**src/rtl/reg_share_arb_pkg.sv**
```systemverilog
// Shared types and helpers for the reg_share_arb round-robin register arbiter.
package reg_share_arb_pkg;

    localparam int NREQ_DEF = 4;
    localparam int W_DEF    = 8;
    localparam int NREQ_MAX = 8;

    typedef enum logic {IDLE, GRANT} state_t;

    // First set request bit at or after ptr, wrapping modulo n; 0 when none set.
    function automatic int rr_pick(input logic [NREQ_MAX-1:0] req, input int ptr, input int n);
        int         winner;
        logic       found;
        logic [2:0] idx;
        winner = 0;
        found  = 1'b0;
        for (int k = 0; k < NREQ_MAX; k++) begin
            idx = 3'((ptr + k) % n);
            if (k < n && !found && req[idx]) begin
                winner = int'(idx);
                found  = 1'b1;
            end
        end
        return winner;
    endfunction

endpackage

```
**src/rtl/reg_share_arb_if.sv**
```systemverilog
// Requester-side bus of reg_share_arb; lock exists only with REG_SHARE_ARB_LOCK_EN.
interface reg_share_arb_if #(
    parameter int NREQ = reg_share_arb_pkg::NREQ_DEF,
    parameter int W    = reg_share_arb_pkg::W_DEF
);
    localparam int IDXW = $clog2(NREQ);

    logic [NREQ-1:0]   req;
    logic [NREQ*W-1:0] wdata;
    logic [NREQ-1:0]   gnt;
    logic [W-1:0]      q;
    logic              q_valid;
    logic [IDXW-1:0]   owner;
    logic              busy;
`ifdef REG_SHARE_ARB_LOCK_EN
    logic [NREQ-1:0]   lock;

    modport master (output req, wdata, lock, input gnt, q, q_valid, owner, busy);
    modport slave  (input req, wdata, lock, output gnt, q, q_valid, owner, busy);
`else
    modport master (output req, wdata, input gnt, q, q_valid, owner, busy);
    modport slave  (input req, wdata, output gnt, q, q_valid, owner, busy);
`endif

endinterface

```
**src/rtl/reg_share_arb_rr_prio_sel.sv**
```systemverilog
// Combinational rotate-priority encoder: first active request starting at rr_ptr.
module rr_prio_sel
    import reg_share_arb_pkg::*;
#(
    parameter int NREQ = NREQ_DEF,
    parameter int IDXW = $clog2(NREQ)
) (
    input  logic [NREQ-1:0] req,
    input  logic [IDXW-1:0] rr_ptr,
    output logic [IDXW-1:0] winner,
    output logic            any_req
);

    logic [NREQ_MAX-1:0] req_ext;

    always_comb begin
        req_ext             = '0;
        req_ext[NREQ-1:0]   = req;
        winner              = IDXW'(rr_pick(req_ext, int'(rr_ptr), NREQ));
        any_req             = |req;
    end

endmodule

```
**src/rtl/reg_share_arb.sv**
```systemverilog
// Round-robin arbiter and write sequencer for one shared W-bit register.
// Optional per-owner burst locking is enabled with REG_SHARE_ARB_LOCK_EN.
module reg_share_arb
    import reg_share_arb_pkg::*;
#(
    parameter int NREQ = NREQ_DEF,
    parameter int W    = W_DEF
`ifdef REG_SHARE_ARB_LOCK_EN
    ,
    parameter int MAX_LOCK = 4
`endif
) (
    input  logic          clk,
    input  logic          rst,
    reg_share_arb_if.slave bus
);

    localparam int IDXW = $clog2(NREQ);

    state_t          state, state_nxt;
    logic [NREQ-1:0] gnt, gnt_nxt;
    logic [W-1:0]    q, q_nxt;
    logic            q_valid, q_valid_nxt;
    logic [IDXW-1:0] owner, owner_nxt;
    logic            busy, busy_nxt;
    logic [IDXW-1:0] rr_ptr, rr_ptr_nxt;
    logic [IDXW-1:0] winner;
    logic            any_req;
    logic            hold_grant;

`ifdef REG_SHARE_ARB_LOCK_EN
    localparam int LCW = $clog2(MAX_LOCK) + 1;
    logic [LCW-1:0] lock_cnt, lock_cnt_nxt;
`endif

    rr_prio_sel #(.NREQ(NREQ), .IDXW(IDXW)) u_sel (
        .req     (bus.req),
        .rr_ptr  (rr_ptr),
        .winner  (winner),
        .any_req (any_req)
    );

    always_ff @(posedge clk) begin
        if (rst) begin
            state   <= IDLE;
            gnt     <= '0;
            q       <= '0;
            q_valid <= 1'b0;
            owner   <= '0;
            busy    <= 1'b0;
            rr_ptr  <= '0;
`ifdef REG_SHARE_ARB_LOCK_EN
            lock_cnt <= '0;
`endif
        end else begin
            state   <= state_nxt;
            gnt     <= gnt_nxt;
            q       <= q_nxt;
            q_valid <= q_valid_nxt;
            owner   <= owner_nxt;
            busy    <= busy_nxt;
            rr_ptr  <= rr_ptr_nxt;
`ifdef REG_SHARE_ARB_LOCK_EN
            lock_cnt <= lock_cnt_nxt;
`endif
        end
    end

    always_comb begin
        state_nxt   = state;
        gnt_nxt     = gnt;
        q_nxt       = q;
        q_valid_nxt = q_valid;
        owner_nxt   = owner;
        busy_nxt    = busy;
        rr_ptr_nxt  = rr_ptr;
        hold_grant  = 1'b0;
`ifdef REG_SHARE_ARB_LOCK_EN
        lock_cnt_nxt = lock_cnt;
        hold_grant   = bus.lock[owner] && (lock_cnt < LCW'(MAX_LOCK - 1));
`endif
        unique case (state)
            IDLE: begin
                gnt_nxt = '0;
                if (any_req) begin
                    gnt_nxt[winner] = 1'b1;
                    owner_nxt       = winner;
                    busy_nxt        = 1'b1;
                    state_nxt       = GRANT;
                end
            end
            GRANT: begin
                q_nxt       = bus.wdata[int'(owner)*W +: W];
                q_valid_nxt = 1'b1;
                // A locked owner keeps the grant and writes again next cycle.
                if (hold_grant) begin
`ifdef REG_SHARE_ARB_LOCK_EN
                    lock_cnt_nxt = lock_cnt + 1'b1;
`endif
                end else begin
                    rr_ptr_nxt = (int'(owner) == NREQ - 1) ? '0 : owner + 1'b1;
                    gnt_nxt    = '0;
                    busy_nxt   = 1'b0;
                    state_nxt  = IDLE;
`ifdef REG_SHARE_ARB_LOCK_EN
                    lock_cnt_nxt = '0;
`endif
                end
            end
            default: state_nxt = IDLE;
        endcase
    end

    assign bus.gnt     = gnt;
    assign bus.q       = q;
    assign bus.q_valid = q_valid;
    assign bus.owner   = owner;
    assign bus.busy    = busy;

endmodule

```
**src/flat_wrapper.sv**
```systemverilog
// flat-port wrapper written by rule: the top's interface ports become plain ports
module reg_share_arb_flat import reg_share_arb_pkg::*;
#(
    parameter int NREQ = NREQ_DEF,
    parameter int W    = W_DEF

)
  (clk, rst, bus_req, bus_wdata, bus_gnt, bus_q, bus_q_valid, bus_owner, bus_busy);
  reg_share_arb_if #(.NREQ(NREQ), .W(W)) bus_i ();
  input  logic clk;
  input  logic rst;
  input wire logic [$bits(bus_i.req)-1:0] bus_req;
  input wire logic [$bits(bus_i.wdata)-1:0] bus_wdata;
  output wire logic [$bits(bus_i.gnt)-1:0] bus_gnt;
  output wire logic [$bits(bus_i.q)-1:0] bus_q;
  output wire logic [$bits(bus_i.q_valid)-1:0] bus_q_valid;
  output wire logic [$bits(bus_i.owner)-1:0] bus_owner;
  output wire logic [$bits(bus_i.busy)-1:0] bus_busy;
  assign bus_i.req = bus_req;
  assign bus_i.wdata = bus_wdata;
  assign bus_gnt = bus_i.gnt;
  assign bus_q = bus_i.q;
  assign bus_q_valid = bus_i.q_valid;
  assign bus_owner = bus_i.owner;
  assign bus_busy = bus_i.busy;
  reg_share_arb #(.NREQ(NREQ), .W(W)) u_core (.clk(clk), .rst(rst), .bus(bus_i));
endmodule
```
**config.mk**
```make
export PLATFORM = sky130hd
export DESIGN_NAME = reg_share_arb_flat
export DESIGN_NICKNAME = d
export VERILOG_FILES = /design/src/rtl/reg_share_arb_pkg.sv /design/src/rtl/reg_share_arb_if.sv /design/src/rtl/reg_share_arb_rr_prio_sel.sv /design/src/rtl/reg_share_arb.sv /design/src/flat_wrapper.sv
export SDC_FILE = /design/constraint.sdc
export NUM_CORES = 1
export LEC_CHECK = 0
export BUFFER_PORTS_ARGS = -buffer_cell sky130_fd_sc_hd__buf_2
export CORE_MARGIN = 2
export CORE_UTILIZATION = 35
export CTS_CLUSTER_SIZE = 8
export DETAILED_ROUTE_END_ITERATION = 12
export HOLD_SLACK_MARGIN = 0.12
export MAX_ROUTING_LAYER = met4
export PLACE_DENSITY = 0.62
export SETUP_SLACK_MARGIN = 0.3
export SYNTH_ARGS = -nofsm -noshare
export SYNTH_HDL_FRONTEND = slang
export SYNTH_SLANG_ARGS = --single-unit
```
**constraint.sdc**
```tcl
create_clock -name clk -period 1.8 [get_ports clk]
set_clock_uncertainty 0.15 [all_clocks]
set_input_delay 0 -clock clk [delete_from_list [all_inputs] [get_ports clk]]
set_output_delay 0 -clock clk [all_outputs]
set_load 0.05 [all_outputs]
```
==> flow_summary.toml <==
[placement]
dp_slack_ns = 0.3272
post-dp-hpwl_mm = 1.561
count_of_port_buffers_added_during_placement = 53
place_inst = 159
place_congestion = 0.6900

[global_route]
grt_antenna_before_repair = 0
grt_usage_pct = 18.35
grt_max_degree = 16
via_count_of_the_first_global_routing_pass = 1023
grt_overflow = 0
grt_first_pass_wirelength_mm = 4.360

[run]
max-cap-violations = 0

[drt]
detail_route.wl_per_cell_um = 13.52
detailedRoute.firstPassIterationCount = 4
number_of_vias_after_detailed_routing = 958
vias_per_cell = 4.790
initialDrtViolationCount = 19
detail-route-antenna-nets = 0
post-route-drc-count = 0
route.final.wire_length_mm = 2.704

[logic_synthesis]
post-synth-top-count-cell = "dfxtp_1"
synth-edff-count = 0
ys_types = 24
synth.top_cell.area_share_pct = 40.59
syn_avg_cell_area_um2 = 11.57
ys.warnings.count = 0
syn-instance-count = 81
share_of_async_settable_or_async_resettable_flops_after_synthesis_pct = 0
syn_area_um2 = 937.1
synth_top_flop_cell = "dfxtp_1"
ys_seq_elements = 19
synth_sequential_area_ratio_pct = 40.59
synth_nets = 120
post_synth_most_frequent_cells = "19 x dfxtp_1, 15 x nor2_1, 10 x mux2i_1"
synth_top_area_cell = "dfxtp_1"
yosys-top-cells-area = "dfxtp_1 41%, mux4_2 19%, mux2i_1 11%, nor2_1 6.0%, buf_6 3.6%"

[sta]
post-route-period-util_pct = 82.08
fmax_mhz = 676.8
setup_slack_ns = 0.3225
fin_hold_ws_ns = -0.01989
rsz0062_at_grt = "true"
final-setup-viol-count = 0
hold_viol = 2
timing.slew.headroom_pct = 75.02
tightest_slew_ns = 0.3716
timing.final.crit_period_ns = 1.477
final_max_slew_viol_count = 0
tns_ns = 0

[power]
power.switching_w = 0.0003604
power.share.sequential_pct = 45.0
power.total_w = 0.001079
pwr_density_cell_mw_per_mm2 = 667.7
worst_ir_drop_vdd_mv = 0.4855
power.internal_w = 0.0007189
clock_power_share_pct = 20.4
p_leak_nw = 0.7422
power_frac_comb_pct = 34.7
power.switching_fraction_pct = 33.39

[finish]
layout-area-overhead-vs-synth_pct = 72.50
nets = 210
share_of_final_layout_standard_cells_stronger_than_drive_strength_1_pct = 44.71
n_antenna_cell = 0
num-fill-cells = 182
layoutNonFillerInstCount = 200

[worst_setup_path]
critPathArrivalTime_ns = 1.51
criticalPathCategory = "flip-flop to flip-flop"
crit_required_ns = 1.83
critical_path_peak_fanout = 11
cp-startpoint = "u_core.bus.owner[0]$_SDFFE_PP0P_"
crit_path_start_kind = "flip-flop"
worst_setup_path_end_kind = "flip-flop"
rr_startpoint = "u_core.bus.owner[0]$_SDFFE_PP0P_"

[clock_tree]
clock_tree.buffer_depth = 2
number_of_sinks_driven_by_the_clock_tree = 19
cts.htree.levels = 1
cts_buffers = 3
cts_tree = "built"
clk_pin_slew_worst_paths_ns = 0.12
worstSkewPairLatency_ns = 0.30
cts_root_buffer = "clkbuf_4"

[run_status]
status = "finished, violations left"
failed_checks = "hold timing"

[floorplanning]
die_area_mm2 = 0.003108
core_area_mm2 = 0.002500
rows = 18
chipHeight_um = 55.75
die_width_um = 55.75
io_pins = 54
initial_utilization_pct = 37.49

[hold_path]
worstHoldPathType = "primary input to flip-flop"
hold_path_startpoint = "bus_req[1]"
sequential cells by signal, indices dropped and copies added (netlist names):
| signal | count |
|---|---|
| u_core.bus.busy | 1 |
| u_core.bus.owner | 2 |
| u_core.bus.gnt | 4 |
| u_core.rr_ptr | 2 |
| u_core.bus.q | 8 |
| u_core.bus.q_valid | 1 |
| u_core.state | 1 |
per-layer routing:
metal | global-route usage [%] | vias up | wire [um]
met5 | - | - | 0
met4 | 6.272 | 0 | 30
met3 | 4.419 | 4 | 198
met2 | 34.01 | 45 | 1409
met1 | 18.70 | 433 | 1066
li1 | - | 476 | -
critical path, stage by stage, from the launching register on:
cell,delay (ns)
dfxtp_4,0.48
mux4_2,0.52
mux2i_1,0.14
nor2_1,0.06
cell usage in the layout, fill, tap and decap left out:
| master | instances |
|---|---|
| mux4_2 | 8 |
| buf_4 | 2 |
| a21boi_1 | 1 |
| inv_1 | 1 |
| and3_1 | 1 |
| a211oi_1 | 1 |
| nor2b_1 | 2 |
| inv_2 | 1 |
| buf_2 | 53 |
| nand2b_1 | 2 |
| nor2_1 | 15 |
| o22ai_2 | 1 |
| and2b_1 | 2 |
| dfxtp_4 | 1 |
| nor4_2 | 1 |
| dfxtp_2 | 1 |
| o32ai_2 | 1 |
| mux2i_1 | 10 |
| nor3b_1 | 1 |
| dlygate4sd3_1 | 36 |
| o22ai_1 | 2 |
| clkinv_2 | 1 |
| clkbuf_4 | 3 |
| ha_1 | 1 |
| dfxtp_1 | 17 |
| nor3b_2 | 2 |
| nor3_1 | 2 |
| or3_4 | 1 |
power by group through the flow:
stage / combinational, W / clock, W / sequential [W]
after floorplan: 0.000144 / 0 / 0.000576
after global placement: 0.000296 / 0 / 0.000495
after detailed placement: 0.000302 / 0 / 0.000496
after CTS: 0.000360 / 0.000225 / 0.000487
after global routing: 0.000397 / 0.000245 / 0.000490
final: 0.000374 / 0.000220 / 0.000485
cell families after synthesis:
logic type,synth area share (%)
buffers and inverters,5.872
and+or+nand+nor,16.95
AOI/OAI and AO/OA,5.342
adders and majority gates,1.335
DFF,40.59
muxes,29.91
final timing paths:
check / end / slack [ns] / cells past startpoint
setup / recovery: u_core.bus.q[2]$_SDFFE_PP0P_ / 0.32 / 3
hold / removal: u_core.bus.owner[1]$_SDFFE_PP0P_ / -0.02 / 4
setup reg to reg: u_core.bus.q[2]$_SDFFE_PP0P_ / 0.32 / 3
hold reg to reg: u_core.bus.busy$_SDFFE_PP0P_ / 0.32 / 2
through the flow:
step | cell area (um2) | util [%]
2_1_floorplan | 945.9 | -
6_report | 1617 | 64.66
5_1_grt | 1617 | 64.66
3_3_place_gp | 1205 | 48.20
3_5_place_dp | 1205 | 48.20
4_1_cts | 1583 | 63.31
layout make-up:
cell class	instances	area, um2	share of cell area (%)
flip-flops and latches	19	385.4	23.84
well taps	30	37.54	2.322
clock inverters	1	5.005	0.3096
inverters	2	7.507	0.4644
repair buffers	91	640.6	39.63
clock buffers	3	22.52	1.393
multi-input cells	54	518.0	32.04
timing repair:
| item | in CTS | in global routing |
|---|---|---|
| setup buffers | 0 | 1 |
| setup endpoints to repair | 0 | 13 |
| endpoints found under the hold margin | 18 | 7 |
| hold buffers | 35 | 1 |
| gates resized for setup | 0 | 3 |
Power figures use the tool's default switching activity.
